$ cat config.mk
export PLATFORM = sky130hd
export DESIGN_NAME = fifo_stream_v2
export DESIGN_NICKNAME = d
export VERILOG_FILES = /design/src/rtl/fifo_v2_pkg.sv /design/src/rtl/fifo_sdp_ram.sv /design/src/rtl/fifo_stream_v2.sv
export SDC_FILE = /design/constraint.sdc
export NUM_CORES = 2
export LEC_CHECK = 0
export CAP_MARGIN = 20
export CELL_PAD_IN_SITES_DETAIL_PLACEMENT = 1
export CELL_PAD_IN_SITES_GLOBAL_PLACEMENT = 2
export CORE_AREA = 2 2 522 524
export DETAILED_ROUTE_END_ITERATION = 8
export DIE_AREA = 0 0 524 526
export PLACE_DENSITY_LB_ADDON = 0.3
export SLEW_MARGIN = 40
export SYNTH_ARGS = -nofsm -noshare
export SYNTH_HDL_FRONTEND = slang
export SYNTH_SLANG_ARGS = --single-unit
$ cat constraint.sdc
create_clock -name clk -period 3.45 [get_ports clk]
set_clock_uncertainty 0.15 [all_clocks]
set_input_delay 0.5175 -clock clk [delete_from_list [all_inputs] [get_ports clk]]
set_output_delay 0.5175 -clock clk [all_outputs]
set_load 0.01 [all_outputs]
$ cat src/rtl/fifo_v2_pkg.sv
// Shared types and helpers for the second-generation stream FIFO.
package fifo_v2_pkg;

  localparam int unsigned LGFLEN_DEF = 7;
  localparam int unsigned STAT_W     = 32;

  typedef logic [LGFLEN_DEF:0] level_t;
  typedef logic [STAT_W-1:0]   stat_cnt_t;

  function automatic int unsigned depth_of(input int unsigned lg);
    return 32'd1 << lg;
  endfunction

  function automatic stat_cnt_t sat_inc(input stat_cnt_t cnt);
    return (&cnt) ? cnt : cnt + stat_cnt_t'(1);
  endfunction

endpackage

$ cat src/rtl/fifo_sdp_ram.sv
// Simple dual-port storage array: registered write, combinational read.
module fifo_sdp_ram #(
  parameter int unsigned W         = 16,
  parameter int unsigned AW        = 7,
  parameter int unsigned N_ENTRIES = 127
) (
  input  logic          clk,
  input  logic          i_we,
  input  logic [AW-1:0] i_wr_addr,
  input  logic [W-1:0]  i_wr_data,
  input  logic [AW-1:0] i_rd_addr,
  output logic [W-1:0]  o_rd_data
);

  logic [W-1:0] r_mem [N_ENTRIES];

  // NOTE: the array has no reset; clearing it would force flops instead of RAM and
  // nothing reads a slot before it has been written.
  // NOTE: non-blocking so every register samples the values from before the edge.
  always_ff @(posedge clk) begin
    if (i_we) r_mem[i_wr_addr] <= i_wr_data;
  end

  assign o_rd_data = r_mem[i_rd_addr];

endmodule

$ cat src/rtl/fifo_stream_v2.sv
// Valid/ready stream FIFO with a first-word-fall-through output register and flags.
// Optional saturating statistics counters are built when FIFO_STATS_EN is defined.
module fifo_stream_v2
  import fifo_v2_pkg::*;
#(
  parameter int unsigned W         = 16,
  parameter int unsigned LGFLEN    = LGFLEN_DEF,
  parameter int unsigned AF_THRESH = depth_of(LGFLEN) - 8,
  parameter int unsigned AE_THRESH = 8
) (
  input  logic            clk,
  input  logic            rst,
  input  logic            flush,
  input  logic [W-1:0]    s_data,
  input  logic            s_valid,
  output logic            s_ready,
  output logic [W-1:0]    m_data,
  output logic            m_valid,
  input  logic            m_ready,
  output logic [LGFLEN:0] level,
  output logic            almost_full,
  output logic            almost_empty
`ifdef FIFO_STATS_EN
  ,
  output stat_cnt_t       stat_wr_cnt,
  output stat_cnt_t       stat_rd_cnt,
  output logic [LGFLEN:0] stat_peak_level,
  output stat_cnt_t       stat_full_cycles
`endif
);

  localparam int unsigned     DEPTH    = depth_of(LGFLEN);
  localparam int unsigned     RAM_N    = DEPTH - 1;
  localparam logic [LGFLEN:0] DEPTH_L  = (LGFLEN+1)'(DEPTH);
  localparam logic [LGFLEN:0] AF_L     = (LGFLEN+1)'(AF_THRESH);
  localparam logic [LGFLEN:0] AE_L     = (LGFLEN+1)'(AE_THRESH);
  localparam logic [LGFLEN-1:0] LAST_PTR = LGFLEN'(RAM_N - 1);

  logic [LGFLEN-1:0] r_wr_ptr;
  logic [LGFLEN-1:0] r_rd_ptr;
  logic [LGFLEN:0]   r_level;
  logic [W-1:0]      r_head;
  logic              r_head_valid;
  logic              r_s_ready;
  logic              r_af;
  logic              r_ae;

  logic              w_wr;
  logic              w_rd;
  logic [LGFLEN:0]   w_ram_cnt;
  logic              w_ram_nonempty;
  logic              w_head_free;
  logic              w_head_from_ram;
  logic              w_head_from_in;
  logic              w_ram_push;
  logic [W-1:0]      w_ram_rdata;
  logic [LGFLEN:0]   w_level_nxt;

  // RAM pointers wrap over DEPTH-1 slots, which is not a power of two.
  function automatic logic [LGFLEN-1:0] ptr_inc(input logic [LGFLEN-1:0] p);
    return (p == LAST_PTR) ? '0 : p + LGFLEN'(1);
  endfunction

  assign w_wr = s_valid & r_s_ready;
  assign w_rd = r_head_valid & m_ready;

  assign w_ram_cnt       = r_level - {{LGFLEN{1'b0}}, r_head_valid};
  assign w_ram_nonempty  = (w_ram_cnt != '0);
  assign w_head_free     = !r_head_valid | w_rd;
  assign w_head_from_ram = w_head_free & w_ram_nonempty;
  // Bypass straight into the head register when the RAM holds nothing older.
  assign w_head_from_in  = w_head_free & !w_ram_nonempty & w_wr;
  assign w_ram_push      = w_wr & !w_head_from_in;

  always_comb begin
    // NOTE: default assignment first so no path leaves the signal unassigned (no latch).
    w_level_nxt = r_level;
    if (flush) begin
      w_level_nxt = '0;
    end else begin
      case ({w_wr, w_rd})
        2'b10:   w_level_nxt = r_level + (LGFLEN+1)'(1);
        2'b01:   w_level_nxt = r_level - (LGFLEN+1)'(1);
        default: w_level_nxt = r_level;
      endcase
    end
  end

  fifo_sdp_ram #(
    .W         (W),
    .AW        (LGFLEN),
    .N_ENTRIES (RAM_N)
  ) u_ram (
    .clk       (clk),
    .i_we      (w_ram_push & !flush),
    .i_wr_addr (r_wr_ptr),
    .i_wr_data (s_data),
    .i_rd_addr (r_rd_ptr),
    .o_rd_data (w_ram_rdata)
  );

  always_ff @(posedge clk or posedge rst) begin
    if (rst) begin
      r_wr_ptr     <= '0;
      r_rd_ptr     <= '0;
      r_level      <= '0;
      r_head       <= '0;
      r_head_valid <= 1'b0;
      r_s_ready    <= 1'b0;
      r_af         <= 1'b0;
      r_ae         <= 1'b1;
    end else begin
      r_level   <= w_level_nxt;
      // Flush holds off writers for one cycle so the cleared state settles first.
      r_s_ready <= !flush && (w_level_nxt < DEPTH_L);
      r_af      <= (w_level_nxt >= AF_L);
      r_ae      <= (w_level_nxt <= AE_L);
      if (flush) begin
        r_wr_ptr     <= '0;
        r_rd_ptr     <= '0;
        r_head_valid <= 1'b0;
      end else begin
        if (w_ram_push)      r_wr_ptr <= ptr_inc(r_wr_ptr);
        if (w_head_from_ram) r_rd_ptr <= ptr_inc(r_rd_ptr);
        if (w_head_from_ram) begin
          r_head       <= w_ram_rdata;
          r_head_valid <= 1'b1;
        end else if (w_head_from_in) begin
          r_head       <= s_data;
          r_head_valid <= 1'b1;
        end else if (w_head_free) begin
          r_head_valid <= 1'b0;
        end
      end
    end
  end

  assign s_ready      = r_s_ready;
  assign m_data       = r_head;
  assign m_valid      = r_head_valid;
  assign level        = r_level;
  assign almost_full  = r_af;
  assign almost_empty = r_ae;

`ifdef FIFO_STATS_EN
  stat_cnt_t       r_stat_wr;
  stat_cnt_t       r_stat_rd;
  stat_cnt_t       r_stat_full;
  logic [LGFLEN:0] r_stat_peak;

  // Statistics survive flush; only reset clears them.
  always_ff @(posedge clk or posedge rst) begin
    if (rst) begin
      r_stat_wr   <= '0;
      r_stat_rd   <= '0;
      r_stat_full <= '0;
      r_stat_peak <= '0;
    end else begin
      if (!flush && w_wr)         r_stat_wr   <= sat_inc(r_stat_wr);
      if (!flush && w_rd)         r_stat_rd   <= sat_inc(r_stat_rd);
      if (s_valid && !r_s_ready)  r_stat_full <= sat_inc(r_stat_full);
      if (w_level_nxt > r_stat_peak) r_stat_peak <= w_level_nxt;
    end
  end

  assign stat_wr_cnt      = r_stat_wr;
  assign stat_rd_cnt      = r_stat_rd;
  assign stat_peak_level  = r_stat_peak;
  assign stat_full_cycles = r_stat_full;
`endif

endmodule
## Yosys cells after proc, flatten, opt, wreduce, memory -nomap -nowiden

Memories as Yosys holds them, arrays and structs flattened.
Index checks and enable logic that the tools add are counted.

- Register bits: 42
- RAM bits: 2032
- Word-level logic and storage cells: 57
- Memories kept: 1

- Add/subtract/negate cells: 5
- Order comparisons: 3
- Eq/ne operators: 4
- Mux-type cells: 16
- Bitwise gates (word level): 9
- Reductions and logical operators: 11

Memories:

| name | depth | bits a word | rd ports | clocked after memory_dff | wr ports | line | text |
|---|---|---|---|---|---|---|---|
| u_ram.r_mem | 127 | 16 | 1 | 0 | 1 | fifo_sdp_ram.sv:15 | `logic [W-1:0] r_mem [N_ENTRIES];` |

Operators by type and width:

| operator | count |
|---|---|
| 7-bit 2-to-1 mux | 6 |
| 16-bit 2-to-1 mux | 2 |
| 8-bit case mux with 2 select lines | 1 |
| 7-bit by 1-bit adder with 7-bit output (second input constant) | 2 |
| 7-bit == test (second input constant) | 2 |
| 8-bit by 1-bit adder with 8-bit output (second input constant) | 1 |
| 8-bit by 7-bit >= comparator with 1-bit output (second input constant) | 1 |
| 8-bit by 4-bit <= comparator with 1-bit output (second input constant) | 1 |
| 8-bit less-than comparator (second input constant) | 1 |
| 8-bit 2-to-1 mux | 1 |
| 8-bit nonzero test | 1 |
| 8-bit by 1-bit subtractor with 8-bit output | 1 |
| 8-bit by 1-bit subtractor with 8-bit output (second input constant) | 1 |
| 1-bit AND | 7 |
| 1-bit 2-to-1 mux | 6 |
| 2-bit nonzero test | 3 |
| 1-bit logical NOT | 4 |
| 4-bit nonzero test | 1 |
| 2-bit by 1-bit == test with 1-bit output (second input constant) | 1 |
| 2-bit == test (second input constant) | 1 |
| 2-bit AND reduction | 1 |
| 1-bit logical AND | 1 |
| 1-bit inverter | 1 |
| 1-bit bitwise OR | 1 |

## Longest topological paths before layout

- Depth after elaboration: 10
- Depth in mapped cells: 13

## Cells and area by module

Synthesis repeated with hierarchy kept, for this count alone.

- Cell total of the unflattened synthesis: 3685
- Area, all modules: 80623.6 sq um

Modules (own cells, without submodules):

| module | times used | cells an instance | area each (sq um) |
|---|---|---|---|
| fifo_sdp_ram | 1 | 3420 | 78221.3 |
| fifo_stream_v2 | 1 | 265 | 2402.3 |

## Least setup slack after synthesis

No wires, ideal clock.

- Kind: reg2reg
- Start: register r_level[0], in the netlist level[0]
- End: memory u_ram.r_mem[61][0] (enable)
- Library setup time: 0.389 ns
- Arrival: 2.859 ns
- Setup slack: 0.053 ns
- Cell stages (with the launch flop): 9
- Path buffers: 1
- Clock period less this slack: 3.397 ns
- Cells stage by stage: dfrtp_1 inv_1 ha_1 nor4b_1 a41oi_1 nor2b_1 nand3_1 clkbuf_1 nor2_1

- Cells in the longest elaborated chain, start to end: 10

Ends and longest elaborated chain:

| what | line | text |
|---|---|---|
| start, declared | fifo_stream_v2.sv:41 | `logic [LGFLEN:0] r_level;` |
| start signal, assigned | fifo_stream_v2.sv:113 | `r_level <= w_level_nxt;` |
| 8-bit by 1-bit subtractor with 8-bit output | fifo_stream_v2.sv:67 | `assign w_ram_cnt = r_level - {{LGFLEN{1'b0}}, r_head_valid};` |
| 8-bit nonzero test | fifo_stream_v2.sv:68 | `assign w_ram_nonempty = (w_ram_cnt != '0);` |
| 1-bit logical NOT | fifo_stream_v2.sv:72 | `assign w_head_from_in = w_head_free & !w_ram_nonempty & w_wr;` |
| 1-bit AND (2 in a row) | fifo_stream_v2.sv:72 |  |
| 1-bit logical NOT | fifo_stream_v2.sv:73 | `assign w_ram_push = w_wr & !w_head_from_in;` |
| 1-bit AND | fifo_stream_v2.sv:73 |  |
| 1-bit AND | fifo_stream_v2.sv:95 | `.i_we (w_ram_push & !flush),` |
| 1-bit 2-to-1 mux | fifo_sdp_ram.sv:21 | `if (i_we) r_mem[i_wr_addr] <= i_wr_data;` |
| 1-bit 2-to-1 mux (not written as such) | fifo_sdp_ram.sv:21 |  |
| end, declared | fifo_sdp_ram.sv:15 |  |

Every way passes these cells.

## Worst setup path after layout

- Start: register r_rd_ptr[1]
- End: register r_head[11], in the netlist m_data[11]

- Cells in the longest elaborated chain, start to end: 2

Ends and longest elaborated chain:

| what | line | text |
|---|---|---|
| start, declared | fifo_stream_v2.sv:40 | `logic [LGFLEN-1:0] r_rd_ptr;` |
| start signal, assigned | fifo_stream_v2.sv:124 | `if (w_head_from_ram) r_rd_ptr <= ptr_inc(r_rd_ptr);` |
| memory 127 x 16 bit | -- |  |
| 16-bit 2-to-1 mux | fifo_stream_v2.sv:125 | `if (w_head_from_ram) begin` |
| end signal, assigned | fifo_stream_v2.sv:126 | `r_head <= w_ram_rdata;` |
| end signal, assigned | fifo_stream_v2.sv:129 | `r_head <= s_data;` |
| end, declared | fifo_stream_v2.sv:42 | `logic [W-1:0] r_head;` |

Every way passes these cells.
A chain may end at the register's enable or synchronous reset.

==> reports/results.txt <==
Crit end category -> flop
Flop-to-flop setup slack -> 100 ps
Startpoint Class -> flop
Worst r2r src -> r_rd_ptr[1]
Total negative slack -> 0 ps
Post-synth ARST share -> 2.03%
First-pass iteration count of the detailed router -> 5
Hold path cells -> 1
CTS tree -> yes
WP data arrival -> 3960 ps
Reg area -> 0.0621 mm2
Critical path launch point -> r_rd_ptr[1]
Layout filler cell count -> 26300
Power Density -> 676 mW/mm2
Core Region -> 0.270 mm2
Overflow after GRT -> 0
Syn avg cell area -> 20.8 um2
Share of cells above drive strength 1 -> 29.3%
Critical path class -> reg2reg
DRT antenna net count -> 0
Synthesis-to-layout area growth -> 20.8%
Fin nets -> 4485
Part of the power in registers -> 42.7%
Synthesized net count -> 3912
CP max stage delay -> 510 ps
Post-synth EDFFs -> 2032
Die Footprint -> 0.276 mm2
Min-Delay Endpoint -> u_ram.r_mem[70][8]
# Post-CTS Setup Buffers -> 0
Cell depth of the worst setup path -> 10
Reg clk slew, reported paths -> 60 ps
Seq/Total Area, Yosys -> 76.8%
CP Max Fanout -> 36
Commonest non-fill, non-tap cell in the layout -> edfxtp_1
Via count -> 42100
CP max-delay cell -> dfrtp_4
Clock network fraction of total power -> 35.1%
Synth warn -> 0
Min Tclk post-route -> 3350 ps
Die Ht -> 526 um
Post-Synthesis Cell Area -> 0.0808 mm2
Least-Margin Pin Slew -> 1080 ps
Most frequent cells in the layout -> edfxtp_1 (2032), mux4_2 (420), buf_4 (362)
Hold Path Class -> in2reg
P_int -> 47.4 mW
Top cell family by delay on the critical path -> buffers and inverters
Antenna violations before repair -> 12
Sw Pwr -> 18.5 mW
Status -> finished clean
Num Clock Sinks -> 2074
Vias in the first global route -> 43900
Comb power frac -> 22.2%
Total Routing Usage GR -> 18.2%
P_leak -> 30.6 nW
Initial Util -> 29.9%
Die X -> 524 um
Net Sw Frac -> 28.1%
Reg2Reg Depth -> 10
Post-synth top area cell -> edfxtp_1
Count of cell types in the netlist -> 83
# DRC -> 0
I/O pins -> 49
Worst rel slew slack -> 27.6%
Setup repair after global routing missed its margin -> false
Gpl congestion -> 0.814
Dominant cells by area after synthesis -> edfxtp_1 (76%), mux4_2 (12%), mux2i_1 (2.6%), dfrtp_1 (1.3%), nor2_1 (0.83%)
Critical Path, Cell by Cell -> buf_12, buf_12, buf_12, mux4_2, mux2i_1, buf_4, o211ai_1, a2111oi_1, buf_4, o311ai_0
CTS Buf Count -> 219
Htree depth -> 4
Max cap viols -> 0
Synth Register Bits -> 2074
Multi-input logic area -> 0.0175 mm2
First-pass GRT wire length -> 353 mm
Port bufs -> 48
Hold Startpoint -> s_data[8]
Via-per-instance ratio -> 5.13
Final Max Slew Viols -> 0
Routed WL -> 252 mm
Clk_lat worst skew -> 890 ps
Max Fclk -> 298 MHz
WP buf/inv -> 5
DR iter-0 viols -> 3788
CP most frequent cell -> buf_12
Pin count of the biggest net entering global routing -> 129
Top cell type's share of synthesized area -> 75.5%
CTS Buffer Depth -> 3
FP Rows -> 191
Root Driver -> clkbuf_16
Post-synth top flop -> edfxtp_1
Routed wire per std cell -> 30.6 um
Final Hold Viols -> 0
Period utilization -> 97.2%
VDD IR max -> 0.520 mV
Synth Instances -> 3883
Hpwl dp -> 160 mm
Reg-to-reg endpoint -> m_data[11]
CP required -> 4060 ps
Setup violators final -> 0
Hold Slack -> 15.8 ps
cells by family (layout without fill, tap and decap cells):
| family | Yosys count | in the layout | synth area share, % |
|---|---|---|---|
| XOR/XNOR | 8 | 8 | 0.0867 |
| multiplexers | 656 | 656 | 14.7 |
| flip-flops | 2074 | 2074 | 76.8 |
| adder cells (fa/ha/maj) | 8 | 8 | 0.124 |
| buffers and inverters | 234 | 988 | 1.79 |
| AO/OA/AOI/OAI | 464 | 464 | 4.01 |
| AND/OR/NAND/NOR | 439 | 439 | 2.48 |
| other | 0 | 9 | 0 |
state kept, by name (all words and copies together), names as in the netlist:
signal,count
almost_empty,1
almost_full,1
level,8
m_data,16
m_valid,1
r_rd_ptr,7
r_wr_ptr,7
s_ready,1
u_ram.r_mem,2032
per-stage QoR:
step           utilization [%]  power (mW)  setup WS (ps)  instance area, um2  instances
2_1_floorplan                -        37.3           52.8               80800       3883
3_3_place_gp              33.5        43.5           -342               90500       7797
3_5_place_dp              33.5        43.6           -195               90500       7798
4_1_cts                   36.2        66.7           29.3               97500       8207
5_1_grt                   36.2        68.1           20.8               97600       8209
6_report                  36.2        65.9           95.3               97600       8216
metal layers:
metal | wire length [um] | track usage, % | share of wire (%)
met2 | 121000 | 29.2 | 48
met5 | 7 | 0 | 0.0028
met3 | 12400 | 2.71 | 4.9
met4 | 6200 | 4.81 | 2.5
met1 | 112000 | 25.7 | 45
what timing repair did:
| item | 4_1_cts | 5_1_grt |
|---|---|---|
| resized for setup | 2 | 5 |
| setup endpoints to repair | 2 | 5 |
| hold endpoints to repair | 69 | 0 |
| hold buffers | 7 | 0 |
cell usage after synthesis (all sizes together) (6+ instances only):
| cell | instances |
|---|---|
| clkbuf | 88 |
| a221oi | 37 |
| inv | 9 |
| buf | 134 |
| a21oi | 59 |
| nand2b | 10 |
| a221o | 7 |
| nor3 | 8 |
| a311oi | 6 |
| edfxtp | 2032 |
| o41ai | 6 |
| and3 | 16 |
| nand3 | 31 |
| a22o | 9 |
| o31ai | 13 |
| a2111oi | 8 |
| o211ai | 23 |
| nand2 | 121 |
| a31oi | 21 |
| dfrtp | 41 |
| o21ai | 65 |
| a22oi | 61 |
| nor2b | 22 |
| mux2i | 207 |
| mux2 | 28 |
| a211oi | 21 |
| mux4 | 421 |
| o221ai | 12 |
| nor4 | 11 |
| ha | 8 |
| o22ai | 73 |
| nor2 | 179 |
power groups by stage:
stage	clock network [mW]	logic, mW	registers (mW)
after floorplan	0	8.79	28.5
final	23.1	14.7	28.2
after global placement	0	14.8	28.7
after detailed placement	0	14.9	28.7
after CTS	23.6	14.9	28.2
after global routing	24.5	15.5	28.1
cell type report:
type                    count  share of cell area, %
flip-flops and latches   2074                   63.6
multi-input cells        1575                   17.9
repair buffers            574                   6.70
clock buffers             266                   5.80
well taps                3570                   4.58
clock inverters           136                   1.33
inverters                  12                 0.0487
diodes                      9                 0.0231
how the worst max path moves through the flow:
stage / end
floorplan: u_ram.r_mem[61][0]
global placement: m_data[0]
detailed placement: m_data[0]
CTS: m_data[0]
global route: u_ram.r_mem[46][4]
finish: m_data[11]
Note: power is estimated with default switching activity, not from simulation.
